$ cat src/rtl/wb_pkg.sv
// Shared widths and the queued write-back entry type for the writeback scheduler.
package wb_pkg;
  localparam int REG_ADDR_W = 4;
  localparam int DATA_W     = 32;
  localparam int NUM_REGS   = 1 << REG_ADDR_W;

  typedef struct packed {
    logic [REG_ADDR_W-1:0] dest;
    logic [DATA_W-1:0]     data;
  } wb_entry_t;
endpackage

$ cat src/rtl/wb_fifo.sv
// Circular write-back queue: two pushes per cycle (port a is older), one pop,
// and an age-ordered view of the contents for the pending-mask and forward scans.
module wb_fifo
  import wb_pkg::*;
#(
  parameter int DEPTH = 4
) (
  input  logic                   clk,
  input  logic                   rst,
  input  logic                   push_a,
  input  wb_entry_t              entry_a,
  input  logic                   push_b,
  input  wb_entry_t              entry_b,
  input  logic                   pop,
  output logic [$clog2(DEPTH):0] count,
  output wb_entry_t              ordered [DEPTH],
  output logic [DEPTH-1:0]       ordered_valid
);
  localparam int PW = $clog2(DEPTH);
  localparam int CW = PW + 1;

  wb_entry_t      mem [DEPTH];
  logic [PW-1:0]  head;
  logic [PW-1:0]  tail;
  logic [PW-1:0]  tail_b;

  // The b entry lands behind a whenever both push in the same cycle
  assign tail_b = push_a ? tail + 1'b1 : tail;

  always_ff @(posedge clk or posedge rst) begin
    if (rst) begin
      head  <= '0;
      tail  <= '0;
      count <= '0;
    end else begin
      if (pop) head <= head + 1'b1;
      tail  <= tail + PW'(push_a) + PW'(push_b);
      count <= count + CW'(push_a) + CW'(push_b) - CW'(pop);
    end
  end

  always_ff @(posedge clk) begin
    if (push_a) mem[tail]   <= entry_a;
    if (push_b) mem[tail_b] <= entry_b;
  end

  always_comb begin
    for (int k = 0; k < DEPTH; k++) begin
      ordered[k]       = mem[head + PW'(k)];
      ordered_valid[k] = (CW'(k) < count);
    end
  end
endmodule

$ cat src/rtl/writeback_scheduler.sv
// Register-file write-back scheduler: queues Mem/ALU results in order and issues one write per cycle.
// Optional macro WB_FORWARD_EN adds a combinational forwarding lookup (FwdAddr/FwdHit/FwdData).
module writeback_scheduler
  import wb_pkg::*;
#(
  parameter int DEPTH      = 4,
  parameter int REG_ADDR_W = wb_pkg::REG_ADDR_W,
  parameter int DATA_W     = wb_pkg::DATA_W
) (
  input  logic                         ClockInput,
  input  logic                         ResetInput,
  input  logic                         MemValid,
  input  logic [REG_ADDR_W-1:0]        MemDest,
  input  logic [DATA_W-1:0]            MemData,
  output logic                         MemReady,
  input  logic                         AluValid,
  input  logic [REG_ADDR_W-1:0]        AluDest,
  input  logic [DATA_W-1:0]            AluData,
  output logic                         AluReady,
  output logic [REG_ADDR_W-1:0]        Rwrite,
  output logic                         WriteRegSignal,
  output logic [DATA_W-1:0]            WriteData,
  output logic [(1<<REG_ADDR_W)-1:0]   PendingMask,
  output logic [$clog2(DEPTH):0]       Count,
  output logic                         Idle
`ifdef WB_FORWARD_EN
  ,
  input  logic [REG_ADDR_W-1:0]        FwdAddr,
  output logic                         FwdHit,
  output logic [DATA_W-1:0]            FwdData
`endif
);
  localparam int CW = $clog2(DEPTH) + 1;

  logic            pop;
  logic [CW:0]     free_slots;
  logic            mem_take;
  logic            alu_take;
  wb_entry_t       mem_entry;
  wb_entry_t       alu_entry;
  wb_entry_t       ordered [DEPTH];
  logic [DEPTH-1:0] ordered_valid;

  // Free slots include the entry leaving for the output stage this same edge
  assign pop        = (Count != '0);
  assign free_slots = (CW+1)'(DEPTH) - {1'b0, Count} + {{CW{1'b0}}, pop};
  assign MemReady   = (free_slots != '0);
  assign AluReady   = MemValid ? (free_slots >= (CW+1)'(2)) : (free_slots != '0);
  assign mem_take   = MemValid & MemReady;
  assign alu_take   = AluValid & AluReady;
  assign mem_entry  = {MemDest, MemData};
  assign alu_entry  = {AluDest, AluData};

  wb_fifo #(.DEPTH(DEPTH)) u_fifo (
    .clk           (ClockInput),
    .rst           (ResetInput),
    .push_a        (mem_take),
    .entry_a       (mem_entry),
    .push_b        (alu_take),
    .entry_b       (alu_entry),
    .pop           (pop),
    .count         (Count),
    .ordered       (ordered),
    .ordered_valid (ordered_valid)
  );

  always_ff @(posedge ClockInput or posedge ResetInput) begin
    if (ResetInput) begin
      WriteRegSignal <= 1'b0;
      Rwrite         <= '0;
      WriteData      <= '0;
    end else if (pop) begin
      WriteRegSignal <= 1'b1;
      Rwrite         <= ordered[0].dest;
      WriteData      <= ordered[0].data;
    end else begin
      WriteRegSignal <= 1'b0;
    end
  end

  always_comb begin
    PendingMask = '0;
    for (int k = 0; k < DEPTH; k++)
      if (ordered_valid[k]) PendingMask[ordered[k].dest] = 1'b1;
    if (WriteRegSignal) PendingMask[Rwrite] = 1'b1;
  end

  assign Idle = (Count == '0) && !WriteRegSignal;

`ifdef WB_FORWARD_EN
  // Later (younger) queue matches override the output stage and older entries
  always_comb begin
    FwdHit  = 1'b0;
    FwdData = '0;
    if (WriteRegSignal && (Rwrite == FwdAddr)) begin
      FwdHit  = 1'b1;
      FwdData = WriteData;
    end
    for (int k = 0; k < DEPTH; k++) begin
      if (ordered_valid[k] && (ordered[k].dest == FwdAddr)) begin
        FwdHit  = 1'b1;
        FwdData = ordered[k].data;
      end
    end
  end
`endif
endmodule

$ cat config.mk
export PLATFORM = sky130hd
export DESIGN_NAME = writeback_scheduler
export DESIGN_NICKNAME = d
export VERILOG_FILES = /design/src/rtl/wb_pkg.sv /design/src/rtl/wb_fifo.sv /design/src/rtl/writeback_scheduler.sv
export SDC_FILE = /design/constraint.sdc
export NUM_CORES = 1
export LEC_CHECK = 0
export ABC_AREA = 1
export CELL_PAD_IN_SITES_DETAIL_PLACEMENT = 1
export CELL_PAD_IN_SITES_GLOBAL_PLACEMENT = 1
export CORE_MARGIN = 3
export CORE_UTILIZATION = 38
export DETAILED_ROUTE_END_ITERATION = 8
export PLACE_DENSITY_LB_ADDON = 0.1
export SLEW_MARGIN = 20
export SYNTH_ARGS = -nofsm -noshare
export SYNTH_HDL_FRONTEND = slang
export SYNTH_SLANG_ARGS = --single-unit
$ cat constraint.sdc
create_clock -name ClockInput -period 3.9 [get_ports ClockInput]
set_input_delay 0.39 -clock ClockInput [delete_from_list [all_inputs] [get_ports ClockInput]]
set_output_delay 0.39 -clock ClockInput [all_outputs]
set_load 0.01 [all_outputs]
==> run summary <==
After detailed routing, the number of remaining DRC violations is 0. The logs give 0.0183 ns for the worst-case clock skew and 0 for the count of max-cap constraint violations. The cell area that synthesis handed to floorplanning was 10700 sq um. The number of distinct standard cells referenced by the synthesized netlist is 28. Registers take 5430 sq um.

The run gives 5.69 nW as the leakage component of the power. By area the synthesized netlist is led by sky130_fd_sc_hd__edfxtp_1 (40%), sky130_fd_sc_hd__nand2_1 (23%), sky130_fd_sc_hd__dfrtp_1 (10%). At the placement stage, the worst setup path has a slack of 0.482 ns. The worst relative slew slack was 0.465; the final routed wire length divided by cell count was 19.9 um.

The logs give 0.392 for the initial core utilization and 57800 um for the wire length of the first global-routing pass. Clock latency on the worst-skew pair, taken at its later pin, is 0.44 ns. The post-CTS setup buffer count was 0; the clock-pin slew on the worst setup and hold paths was 0.08 ns. The slowest stage of the critical path belongs to the cell sky130_fd_sc_hd__clkdlybuf4s50_1.

Sorting the synthesized cells by how often they occur yields sky130_fd_sc_hd__nand2_1 (650), sky130_fd_sc_hd__nand4_1 (174), sky130_fd_sc_hd__edfxtp_1 (144), sky130_fd_sc_hd__nor2_1 (101), sky130_fd_sc_hd__buf_2 (53). The most used flip-flop cell after synthesis is sky130_fd_sc_hd__edfxtp_1. TritonCTS built the clock tree. The biggest area contributor in the post-synthesis netlist is sky130_fd_sc_hd__edfxtp_1. The largest voltage drop on the vdd net is 0.452 mV. The DRC violation total after the first TritonRoute iteration came out at 505. The switching power summed over all nets came out at 5.86 mW.

The logs give 4660 sq um for the area of combinational cells with multiple inputs and 0.294 for the sequential share of power. The logs give 0.304 for the met1 usage and 0 for the remaining number of nets flagged by the antenna check after routing. The number of nets in the synthesized netlist is 1441. The region available for standard cell placement spans 27300 sq um.

Dominant cell by count in the synthesized netlist: sky130_fd_sc_hd__nand2_1. Together, buffers and inverters on the worst path number 2. The clock power share is 0.158. The smallest clock period supported by the final layout is computed as 3.42 ns. The required time at the endpoint of the critical path came out at 3.51 ns. The worst setup path is of the reg2out kind. Timing would allow up to 292 MHz. The tools report the maximum number of pins on one net before global-route repair as 69. The H-tree was split into 4 levels. Summed over all layers, the global routing overflow is 0.

The top-area cell type share of the netlist area is 0.403, and the synthesized netlist cell count is 1352. Traced cell by cell, the critical path runs through clkinvlp_4 > nand2_1 > nand2_2 > o21ai_0 > nand3_1 > nor2_1 > nor2_1 > nand2_1 > clkdlybuf4s50_1. The net switching share of the total power came out at 0.474. The period utilization was 0.877. The peak per-stage delay on the critical path was 0.52 ns; the share of synthesized registers carrying an async set or reset was 0.234. The run gives 0 as the number of hold violations in the final report. Internal power: 6.49 mW. The run finished with clean final reports. After global routing, the most crowded layer is met2.

The overall die height is 174 um. The mean instance size in the synthesized netlist was 7.93 sq um; the met3 track demand over resource was 0.0317. Overall die width: 174 um. The area added between synthesis and finish is 21.6%.

Number of antenna violations at the first check in global routing: 2. The floorplan step defined a die boundary enclosing 30300 sq um. Synthesis inferred 188 register bits.

Row generation in the floorplan step produced 60 rows. The number of clock buffers added by TritonCTS is 17. The total length of routed wires was 36500 um; the data arrival time of the critical path was 3.03 ns. The net total in the final layout is 1536, and the number of warning messages in the yosys log is 0.

In this run the worst hold path is classified as in2async. Counting the fill cells in the layout gives 3311. For the global-route usage over all layers, the log shows 0.242.

For this design, the sink count on the clock tree is 188. Of all nets on the critical path, the largest fanout is 26. The via count of the first global-routing pass came out at 10400.

For the number of max-slew violations in the final report, the log shows 0. The number of port buffers was 134. The number of top-level pins is 135. The met2 track utilization from global routing was 0.437.

For the number of buffers on the longest clock path, the log shows 2. In the final timing run, aggregate negative setup slack is 0 ns. The minimum setup slack in the final design is 0.479 ns.

The average vias per placed instance is 5.41. Kind of cell with the highest combined delay on the critical path: simple AND/OR/NAND/NOR gates. For this block, the via count after detailed routing is 9915. Setup repair after global routing left no endpoint under its margin. The run gives 0.506 as the register area share after synthesis. The logs give 5 for the first-pass iteration count of the detailed router and 0.548 for the combinational power share. Slew at the pin closest to its max-slew limit: 0.802 ns. The number of flops mapped to enable cells by yosys came out at 144. STA classifies the critical path endpoint as an output port. In this run the power density over the cells is 947 nW/um^2.

The tools report the clock tree root buffer cell as sky130_fd_sc_hd__clkbuf_16. Setup violations remaining at the end of the flow were counted as 0. The wire-length estimate of the detail-placed layout is 23700 um. The startpoint kind of the worst setup timing path is a register. Final estimated routing congestion in global placement: 0.842.

The fraction of final layout cells with drive strength greater than 1 was 0.0596.
[state kept, by name, indices dropped and copies added, names as in the netlist]
register,cells
WriteRegSignal,1
u_fifo.count,3
u_fifo.head,2
Rwrite,4
WriteData,32
u_fifo.mem,144
u_fifo.tail,2
[logic make-up (layout without fill, tap and decap cells)]
| logic type | count (synthesis) | count (layout) | share of synthesized area |
|---|---|---|---|
| and+or+nand+nor | 955 | 955 | 0.384 |
| xor gates and xnor gates | 3 | 3 | 0.00245 |
| muxes | 1 | 1 | 0.000934 |
| buffers and inverters | 139 | 247 | 0.0612 |
| DFF | 188 | 188 | 0.506 |
| other | 0 | 2 | 0 |
| adders and majority gates | 13 | 13 | 0.0173 |
| AOI/OAI and AO/OA | 53 | 53 | 0.0279 |
[worst register-to-register path: stages, from the launching register on]
cell                      delay (ns)
sky130_fd_sc_hd__dfrtp_1        0.50
sky130_fd_sc_hd__nor3_2         0.25
sky130_fd_sc_hd__ha_1           0.20
sky130_fd_sc_hd__inv_1          0.05
sky130_fd_sc_hd__ha_1           0.19
sky130_fd_sc_hd__or2_4          0.26
sky130_fd_sc_hd__nand2_4        0.10
sky130_fd_sc_hd__nand2_4        0.09
sky130_fd_sc_hd__nand2_4        0.09
sky130_fd_sc_hd__nand2_1        0.07
sky130_fd_sc_hd__nand2_2        0.12
sky130_fd_sc_hd__buf_4          0.31
sky130_fd_sc_hd__nand3_4        0.28
sky130_fd_sc_hd__nand2_2        0.15
sky130_fd_sc_hd__buf_4          0.31
[per-stage QoR]
stage	std cells	hold slack, ns	area [sq um]	util	total power, mW
global placement	1799	0.461	12300	0.452	10.3
floorplan	1352	0.506	10700	-	7.69
detailed placement	1799	0.464	12300	0.452	10.4
global route	1834	0.344	13000	0.477	13.3
finish	1834	0.311	13000	0.477	12.3
CTS	1831	0.329	13000	0.476	12.4
[worst paths after layout]
| check | startpoint | end | slack (ns) | cells past startpoint |
|---|---|---|---|---|
| setup / recovery | u_fifo.head[1] | PendingMask[11] | 0.48 | 9 |
| hold / removal | ResetInput | WriteData[8] | 0.31 | 2 |
| setup reg to reg | u_fifo.count[2] | u_fifo.mem[3][14] | 0.58 | 14 |
| hold reg to reg | WriteData[6] | WriteData[6] | 0.48 | 2 |
| max in group asynchronous | ResetInput | u_fifo.head[1] | 2.73 | 3 |
| min in group ClockInput | WriteData[6] | WriteData[6] | 0.48 | 2 |
[repair_timing]
item,in CTS,in global routing
endpoints found under the setup margin,0,16
resized for setup,0,4
hold buffers,0,0
[area by class of cell]
cell class	instances	area share
Clock buffer	17	0.0326
Clock inverter	15	0.0186
Inverter	49	0.0144
Timing Repair Buffer	165	0.124
Timing Repair inverter	1	0.000384
Multi-Input combinational cell	1025	0.358
Antenna cell	2	0.000384
Tap cell	372	0.0357
Sequential cell	188	0.416
[cell usage in the layout (no fill, tap or decap), types with 2 or more instances in the layout]
cell	Yosys	routed
sky130_fd_sc_hd__nand2_1	650	641
sky130_fd_sc_hd__nand4_1	174	174
sky130_fd_sc_hd__edfxtp_1	144	144
sky130_fd_sc_hd__clkdlybuf4s50_1	0	134
sky130_fd_sc_hd__nor2_1	101	101
sky130_fd_sc_hd__inv_1	49	46
sky130_fd_sc_hd__dfrtp_1	44	43
sky130_fd_sc_hd__o21ai_0	41	40
sky130_fd_sc_hd__buf_4	4	28
sky130_fd_sc_hd__nand3_1	18	18
sky130_fd_sc_hd__clkbuf_16	0	17
sky130_fd_sc_hd__ha_1	10	10
sky130_fd_sc_hd__nand2_2	0	9
sky130_fd_sc_hd__clkinv_8	0	5
sky130_fd_sc_hd__inv_6	0	5
sky130_fd_sc_hd__a22oi_1	4	4
sky130_fd_sc_hd__nand2_4	3	3
sky130_fd_sc_hd__o21a_1	3	3
sky130_fd_sc_hd__fa_1	3	3
sky130_fd_sc_hd__bufinv_16	0	3
sky130_fd_sc_hd__buf_12	0	3
sky130_fd_sc_hd__diode_2	0	2
sky130_fd_sc_hd__inv_2	0	2
sky130_fd_sc_hd__a31oi_1	2	2
sky130_fd_sc_hd__xor2_1	2	2
sky130_fd_sc_hd__nand3_4	2	2
sky130_fd_sc_hd__a21oi_1	2	2
sky130_fd_sc_hd__nor3_1	3	2
sky130_fd_sc_hd__nand3_2	2	2
[power by group through the flow]
| stage | clock network, mW | logic (mW) | registers (mW) |
|---|---|---|---|
| 2_1_floorplan | 0 | 4.02 | 3.67 |
| 5_1_grt | 2.07 | 7.51 | 3.72 |
| 4_1_cts | 1.98 | 6.80 | 3.63 |
| 6_report | 1.95 | 6.77 | 3.63 |
| 3_5_place_dp | 0 | 6.75 | 3.66 |
| 3_3_place_gp | 0 | 6.63 | 3.64 |
[per-layer routing]
layer	share of wire	up-vias	wire, um
li1	-	4731	-
met4	0.015	0	553
met2	0.51	241	18800
met1	0.43	4902	15800
met3	0.039	41	1430
met5	0	-	0
Power figures use the tool's default switching activity.
